### src/rtl/palette_dump.sv
// Palette RAM dump: reads ENTRIES 24-bit {R,G,B} words and streams them as bytes,
// R first, with out_addr = entry*3 + byte index.
module palette_dump #(
    parameter int ENTRIES = 256,
    parameter int ADDR_W  = 10
) (
    input  logic              clk_sys,
    input  logic              reset,
    input  logic              start,
    input  logic              abort,
    output logic              busy,
    output logic              done,
    output logic [7:0]        pal_rd_addr,
    input  logic [23:0]       pal_rd_data,
    output logic              out_valid,
    input  logic              out_ready,
    output logic [7:0]        out_data,
    output logic [ADDR_W-1:0] out_addr,
    output logic [1:0]        dbg_state
);
    // Handshake: a byte transfers on a clk_sys edge where out_valid && out_ready;
    // while out_valid && !out_ready, out_data/out_addr hold and nothing advances.

    typedef enum logic [1:0] {IDLE, PRIME, SEND, FLUSH} state_t;

    localparam logic [7:0] LAST_ENTRY = 8'(ENTRIES - 1);

    state_t      state;
    logic [23:0] cur_word;
    logic [23:0] pf_word;
    logic        pf_full;
    logic        rd_req;
    logic        rd_req_d;
    logic [1:0]  byte_idx;
    logic [7:0]  cur_entry;
    logic        accept;

    assign accept    = out_valid && out_ready;
    assign dbg_state = state;

    // rd_req/rd_req_d track a read: address issued, RAM samples it, data usable.
    always_ff @(posedge clk_sys or posedge reset) begin
        if (reset) begin
            state       <= IDLE;
            busy        <= 1'b0;
            done        <= 1'b0;
            out_valid   <= 1'b0;
            out_data    <= '0;
            out_addr    <= '0;
            pal_rd_addr <= '0;
            cur_word    <= '0;
            pf_word     <= '0;
            pf_full     <= 1'b0;
            rd_req      <= 1'b0;
            rd_req_d    <= 1'b0;
            byte_idx    <= '0;
            cur_entry   <= '0;
        end else begin
            done     <= 1'b0;
            rd_req   <= 1'b0;
            rd_req_d <= rd_req;
            if (abort && state != IDLE) begin
                state     <= IDLE;
                out_valid <= 1'b0;
                busy      <= 1'b0;
                pf_full   <= 1'b0;
                rd_req    <= 1'b0;
                rd_req_d  <= 1'b0;
            end else begin
                case (state)
                    IDLE: begin
                        if (start) begin
                            state       <= PRIME;
                            busy        <= 1'b1;
                            pal_rd_addr <= '0;
                            rd_req      <= 1'b1;
                            pf_full     <= 1'b0;
                        end
                    end
                    PRIME: begin
                        if (rd_req_d) begin
                            cur_word  <= pal_rd_data;
                            out_data  <= pal_rd_data[23:16];
                            out_addr  <= '0;
                            out_valid <= 1'b1;
                            byte_idx  <= 2'd0;
                            cur_entry <= 8'd0;
                            state     <= SEND;
                            if (LAST_ENTRY != 8'd0) begin
                                pal_rd_addr <= 8'd1;
                                rd_req      <= 1'b1;
                            end
                        end
                    end
                    SEND: begin
                        if (rd_req_d && !pf_full) begin
                            pf_word <= pal_rd_data;
                            pf_full <= 1'b1;
                        end
                        if (accept) begin
                            if (byte_idx == 2'd2) begin
                                if (cur_entry == LAST_ENTRY) begin
                                    state     <= FLUSH;
                                    out_valid <= 1'b0;
                                    busy      <= 1'b0;
                                    done      <= 1'b1;
                                end else begin
                                    // The prefetch word is always full by now: it was
                                    // requested when the current entry was loaded.
                                    cur_word  <= pf_word;
                                    pf_full   <= 1'b0;
                                    out_data  <= pf_word[23:16];
                                    out_addr  <= out_addr + ADDR_W'(1);
                                    byte_idx  <= 2'd0;
                                    cur_entry <= cur_entry + 8'd1;
                                    if (cur_entry + 8'd1 < LAST_ENTRY) begin
                                        pal_rd_addr <= cur_entry + 8'd2;
                                        rd_req      <= 1'b1;
                                    end
                                end
                            end else begin
                                byte_idx <= byte_idx + 2'd1;
                                out_addr <= out_addr + ADDR_W'(1);
                                out_data <= (byte_idx == 2'd0) ? cur_word[15:8] : cur_word[7:0];
                            end
                        end
                    end
                    FLUSH: begin
                        state <= IDLE;
                    end
                    default: begin
                        state <= IDLE;
                    end
                endcase
            end
        end
    end

endmodule

### config.mk
export PLATFORM = sky130hd
export DESIGN_NAME = palette_dump
export DESIGN_NICKNAME = d
export VERILOG_FILES = /design/src/rtl/palette_dump.sv
export SDC_FILE = /design/constraint.sdc
export NUM_CORES = 1
export LEC_CHECK = 0
export CAP_MARGIN = 10
export CORE_MARGIN = 3
export CORE_UTILIZATION = 44
export CTS_BUF_LIST = sky130_fd_sc_hd__clkbuf_4 sky130_fd_sc_hd__clkbuf_8
export DETAILED_ROUTE_END_ITERATION = 10
export HOLD_SLACK_MARGIN = 0.02
export PLACE_DENSITY_LB_ADDON = 0.15
export SLEW_MARGIN = 40
export SYNTH_ARGS = -nofsm -noshare
export SYNTH_HDL_FRONTEND = slang
export SYNTH_SLANG_ARGS = --single-unit
### constraint.sdc
create_clock -name clk_sys -period 5.1 [get_ports clk_sys]
set_input_delay 1.02 -clock clk_sys [delete_from_list [all_inputs] [get_ports clk_sys]]
set_output_delay 1.02 -clock clk_sys [all_outputs]
set_load 0.02 [all_outputs]
## Yosys cells after proc, flatten, opt, wreduce, memory -nomap -nowiden

Cells that the tools add are included.
Widths: inputs -> output; s select.

| storage, ports and cells | value |
|---|---|
| logic and storage cells | 126 |
| bits in registers | 84 |
| input port bits | 29 |
| output and inout port bits | 31 |

| operators by class | value |
|---|---|
| multiplexer cells | 70 |
| bitwise logic cells | 1 |
| add/subtract/negate cells | 4 |
| equal/unequal tests | 17 |
| $lt $le $gt $ge | 1 |
| reduce and logical (&&, ||, !) cells | 19 |

Operators with widths:

| kind | number |
|---|---|
| $mux 8 | 15 |
| $mux 16 | 4 |
| $mux 10 | 4 |
| $pmux 16 s2 | 1 |
| $pmux 8 s2 | 2 |
| $mux 1 | 26 |
| $pmux 8 s3 | 1 |
| $mux 2 | 10 |
| $pmux 10 s2 | 1 |
| $reduce_and 5->1 | 4 |
| $ne 3x3->1 const B | 6 |
| $ne 2x2->1 const B | 6 |
| $add 10x1->10 const B | 1 |
| $reduce_bool 3->1 | 3 |
| $add 8x1->8 const B | 1 |
| $add 8x2->8 const B | 1 |
| $eq 8x8->1 const B | 1 |
| $lt 8x8->1 const B | 1 |
| $pmux 2 s4 | 1 |
| $reduce_and 8->1 | 1 |
| $eq 2x2->1 const B | 3 |
| $pmux 1 s2 | 3 |
| $reduce_and 6->1 | 1 |
| $logic_not 2->1 | 2 |
| 10 further kinds | 13 |

## Logic depth before layout (Yosys ltp)

| logic depth | value |
|---|---|
| word-level depth | 8 |
| gate-level depth with buffers | 9 |
| mapped depth without buffers | 6 |

## Least setup slack after synthesis

No wires, ideal clock.

| timing | value |
|---|---|
| path kind | input port to flip-flop |
| start | in out_ready |
| end | reg cur_word[0] |
| data required time | 4975 ps |
| buffers on the path | 2 |
| setup time | 125 ps |
| slack | 2729 ps |
| stages | 6 |
| arrival | 2246 ps |
| cells stage by stage | nand4b_1 > a22o_1 > buf_2 > nor2_8 > buf_6 > mux2_2 |

| between the ends | value |
|---|---|
| word-level cells in the longest chain between the ends | 3 |

Ends and longest elaborated chain:

| element | RTL line | source |
|---|---|---|
| from (decl) | 16 | `input logic out_ready,` |
| $logic_and 1x1->1 | 38 | `assign accept = out_valid && out_ready;` |
| $ne 2x2->1 (no line) | -- |  |
| $reduce_and 6->1 (no line) | -- |  |
| to (signal assigned) | 82 | `cur_word <= pal_rd_data;` |
| to (signal assigned) | 110 | `cur_word <= pf_word;` |
| to (decl) | 29 | `logic [23:0] cur_word;` |

Every way passes these cells.
A chain may end at the register's enable or synchronous reset.

## Worst setup path after layout

| timing | value |
|---|---|
| start | in abort |
| end | reg out_addr[8] |

| between the ends | value |
|---|---|
| word-level cells in the longest chain between the ends | 3 |

Ends and longest elaborated chain:

| element | RTL line | source |
|---|---|---|
| from (decl) | 10 | `input logic abort,` |
| $logic_and 1x1->1 | 62 | `if (abort && state != IDLE) begin` |
| $not 1->1 (no line) | -- |  |
| $reduce_and 5->1 (no line) | -- |  |
| to (signal assigned) | 113 | `out_addr <= out_addr + ADDR_W'(1);` |
| to (signal assigned) | 123 | `out_addr <= out_addr + ADDR_W'(1);` |
| to (decl) | 18 | `output logic [ADDR_W-1:0] out_addr,` |

Every way passes these cells.

==> qor.yml <==
status:
  outcome: "finished, final reports clean"
route:
  route.detailed.drc: 0
  ant_nets: 0
  drtIter0Drc: 156
  wl_um: 9830
  num_vias: 3282
  vias_per_cell: 5.67
  wire_per_inst_um: 17.0
  drt_first_pass_iters: 4
finish:
  final_nets: 478
  area_growth_syn_to_layout_pct: 18.5
  antenna_cells: 0
  drive_above_1_share_pct: 21.3
floorplanning:
  num_rows: 36
  die_area_um2: 11400
  start_util_pct: 45.6
  ios: 60
  die_w_um: 107
  core_um2: 9820
  fp.dieH_um: 107
worst_setup_path:
  start_kind: "input port"
  cp-end-kind: "flip-flop"
  critPathKind: "input port to flip-flop"
  cp_max_fo: 12
  crit_path_cell_trace: "clkdlybuf4s50_1 -> nand2b_1 -> o211a_1 -> nand3_1 -> o41ai_1"
  crit_buf_inv: 1
  cpMaxStageDelayCell: "clkdlybuf4s50_1"
  path_depth: 5
  startpoint: "abort"
  reg2reg_depth: 6
  timing.rr.start: "dbg_state[0]"
  cp.arrival_ps: 3000
  cp.required_ps: 5340
  max_stage_delay_ps: 480
  crit_family: "compound AO/OA/AOI/OAI gates"
clock_network:
  clk-insertion-delay-late_ps: 360
  cts_tree: "yes"
  ctsRootBufferMaster: "clkbuf_8"
  cts_sinks: 84
  ctsHoldBuffers: 0
  cts_max_level: 3
  clk_pin_slew_worst_paths_ps: 90
  clockBufferDepth: 2
  postCtsSetupBuffers: 0
  cts_buffers: 9
  ctsResizeCount: 0
power_and_ir_drop:
  vdd_drop_max_v: 0.000265
  p_leak_nw: 2.17
  power.density_nw_per_um2: 508
logic_synthesis:
  synth_warnings: 0
  postSynthCellCount: 396
  ys.flop_type: "dfrtp_1"
  ys_seq_area_share_pct: 47.0
  async_reset_ff_share_pct: 100
  synthesis.area_um2: 4470
  postSynthAreaPerCell_um2: 11.3
  synth_edf_count: 0
  syn-num-nets: 433
  synth.distinct_cells: 60
  synth_seq_cells: 84
timing:
  rsz0062_at_grt: "no"
  timing.fmax_mhz: 363
  final_hold_viol_count: 0
  timing.slew.headroom_pct: 54.6
  tns_ps: 0
  period_minus_slack_ps: 2750
  skew_ps: 13.8
  setup_violations: 0
  slew_violations: 0
  worst-slew-pin-transition_ps: 682
  holdWs_ps: 460
  post-route-period-util_pct: 54.0
  setup_slack_ps: 2350
grt:
  track_usage_pct: 18.3
  antenna_found_initial: 0
  grt_overflow_total: 0
  grt_start_max_net_pins: 52
  grt_pass1_vias: 3238
  grt_pass1_wl_um: 16600
place:
  port_buffers: 59
  place.gp.congestion: 0.792
  hpwl_um: 6910
  place_ws_ps: 2000
min_path:
  holdPathStages: 1
  hp-start: "rd_req"
  hp-class: "flip-flop to flip-flop"
job:
  cap_viol_max_count: 0
-- path summary, 6_finish.rpt --
kind / to / slack, ps
setup / recovery: out_addr[8] / 2350
hold / removal: rd_req_d / 460
setup reg to reg: cur_entry[6] / 2440
hold reg to reg: rd_req_d / 460
max in group asynchronous: byte_idx[0] / 3260
min in group asynchronous: done / 1040
-- cell families after synthesis --
kind of cell,count (synthesis),share of synthesized area (%)
AOI/OAI and AO/OA,104,16.7
xor gates and xnor gates,5,0.979
adders and majority gates,8,2.24
buffers and inverters,35,3.89
DFF,84,47.0
muxes,74,18.2
and+or+nand+nor,86,11.0
-- power breakdown --
group / switching [mW] / total (mW) / internal, mW
Combinational: 0.583 / 1.15 / 0.570
Sequential: 0.182 / 1.08 / 0.902
Clock: 0.259 / 0.453 / 0.194
-- per-stage QoR --
step / util, % / cell area, µm² / power, mW / instances
global route: 54.0 / 5300 / 2.88 / 579
finish: 54.0 / 5300 / 2.69 / 579
global placement: 52.0 / 5100 / 2.22 / 562
CTS: 54.0 / 5300 / 2.71 / 579
detailed placement: 52.1 / 5110 / 2.26 / 563
floorplan: - / 4470 / 1.93 / 396
-- area by class of cell --
type,instances,area (µm²)
clock inverter,6,47.5
clock buffer,10,138
inverter,6,27.5
multi-input combinational,277,2200
fill,925,4520
sequential,84,2100
timing repair buffer,63,618
tap,133,166
-- cells in the mapped netlist (all sizes together), types with 6 or more instances --
cell     n  area share (%)
clkbuf  10            0.84
nor2b    6            0.84
nand2   26             2.2
nand3   13             1.7
ha       8             2.2
mux2i   17             3.8
buf     19             2.5
a21oi   24             2.7
a22o     6             1.3
dfrtp   84              47
nand2b   7            0.98
o21ai   22             2.5
mux2    57              14
nor2     7             1.0
inv      6            0.50
o31ai   18             3.0
-- flip-flops by register name, summed over array words and instances (netlist names) --
register,count
cur_word,16
pf_word,24
out_addr,10
cur_entry,8
byte_idx,2
dbg_state,2
pal_rd_addr,8
rd_req_d,1
busy,1
done,1
rd_req,1
pf_full,1
out_valid,1
out_data,8
-- layer usage --
metal / vias up / GRT usage [%] / routed length, µm
met5: - / 0 / 0
met4: 0 / 4.93 / 116
met2: 84 / 29.5 / 4700
li1: 1568 / - / -
met3: 11 / 2.77 / 425
met1: 1619 / 25.7 / 4590
-- cells in the final DEF (no fill, tap or decap), types with 10 or more instances in the layout --
cell	synthesis	final
nand3_1	12	12
o21ai_0	22	22
nand2_1	26	26
dfrtp_1	84	84
mux2i_1	17	17
o31ai_1	18	18
clkbuf_8	0	10
clkdlybuf4s50_1	0	59
mux2_2	56	56
a21oi_1	24	24
(Power assumes the default switching activity.)
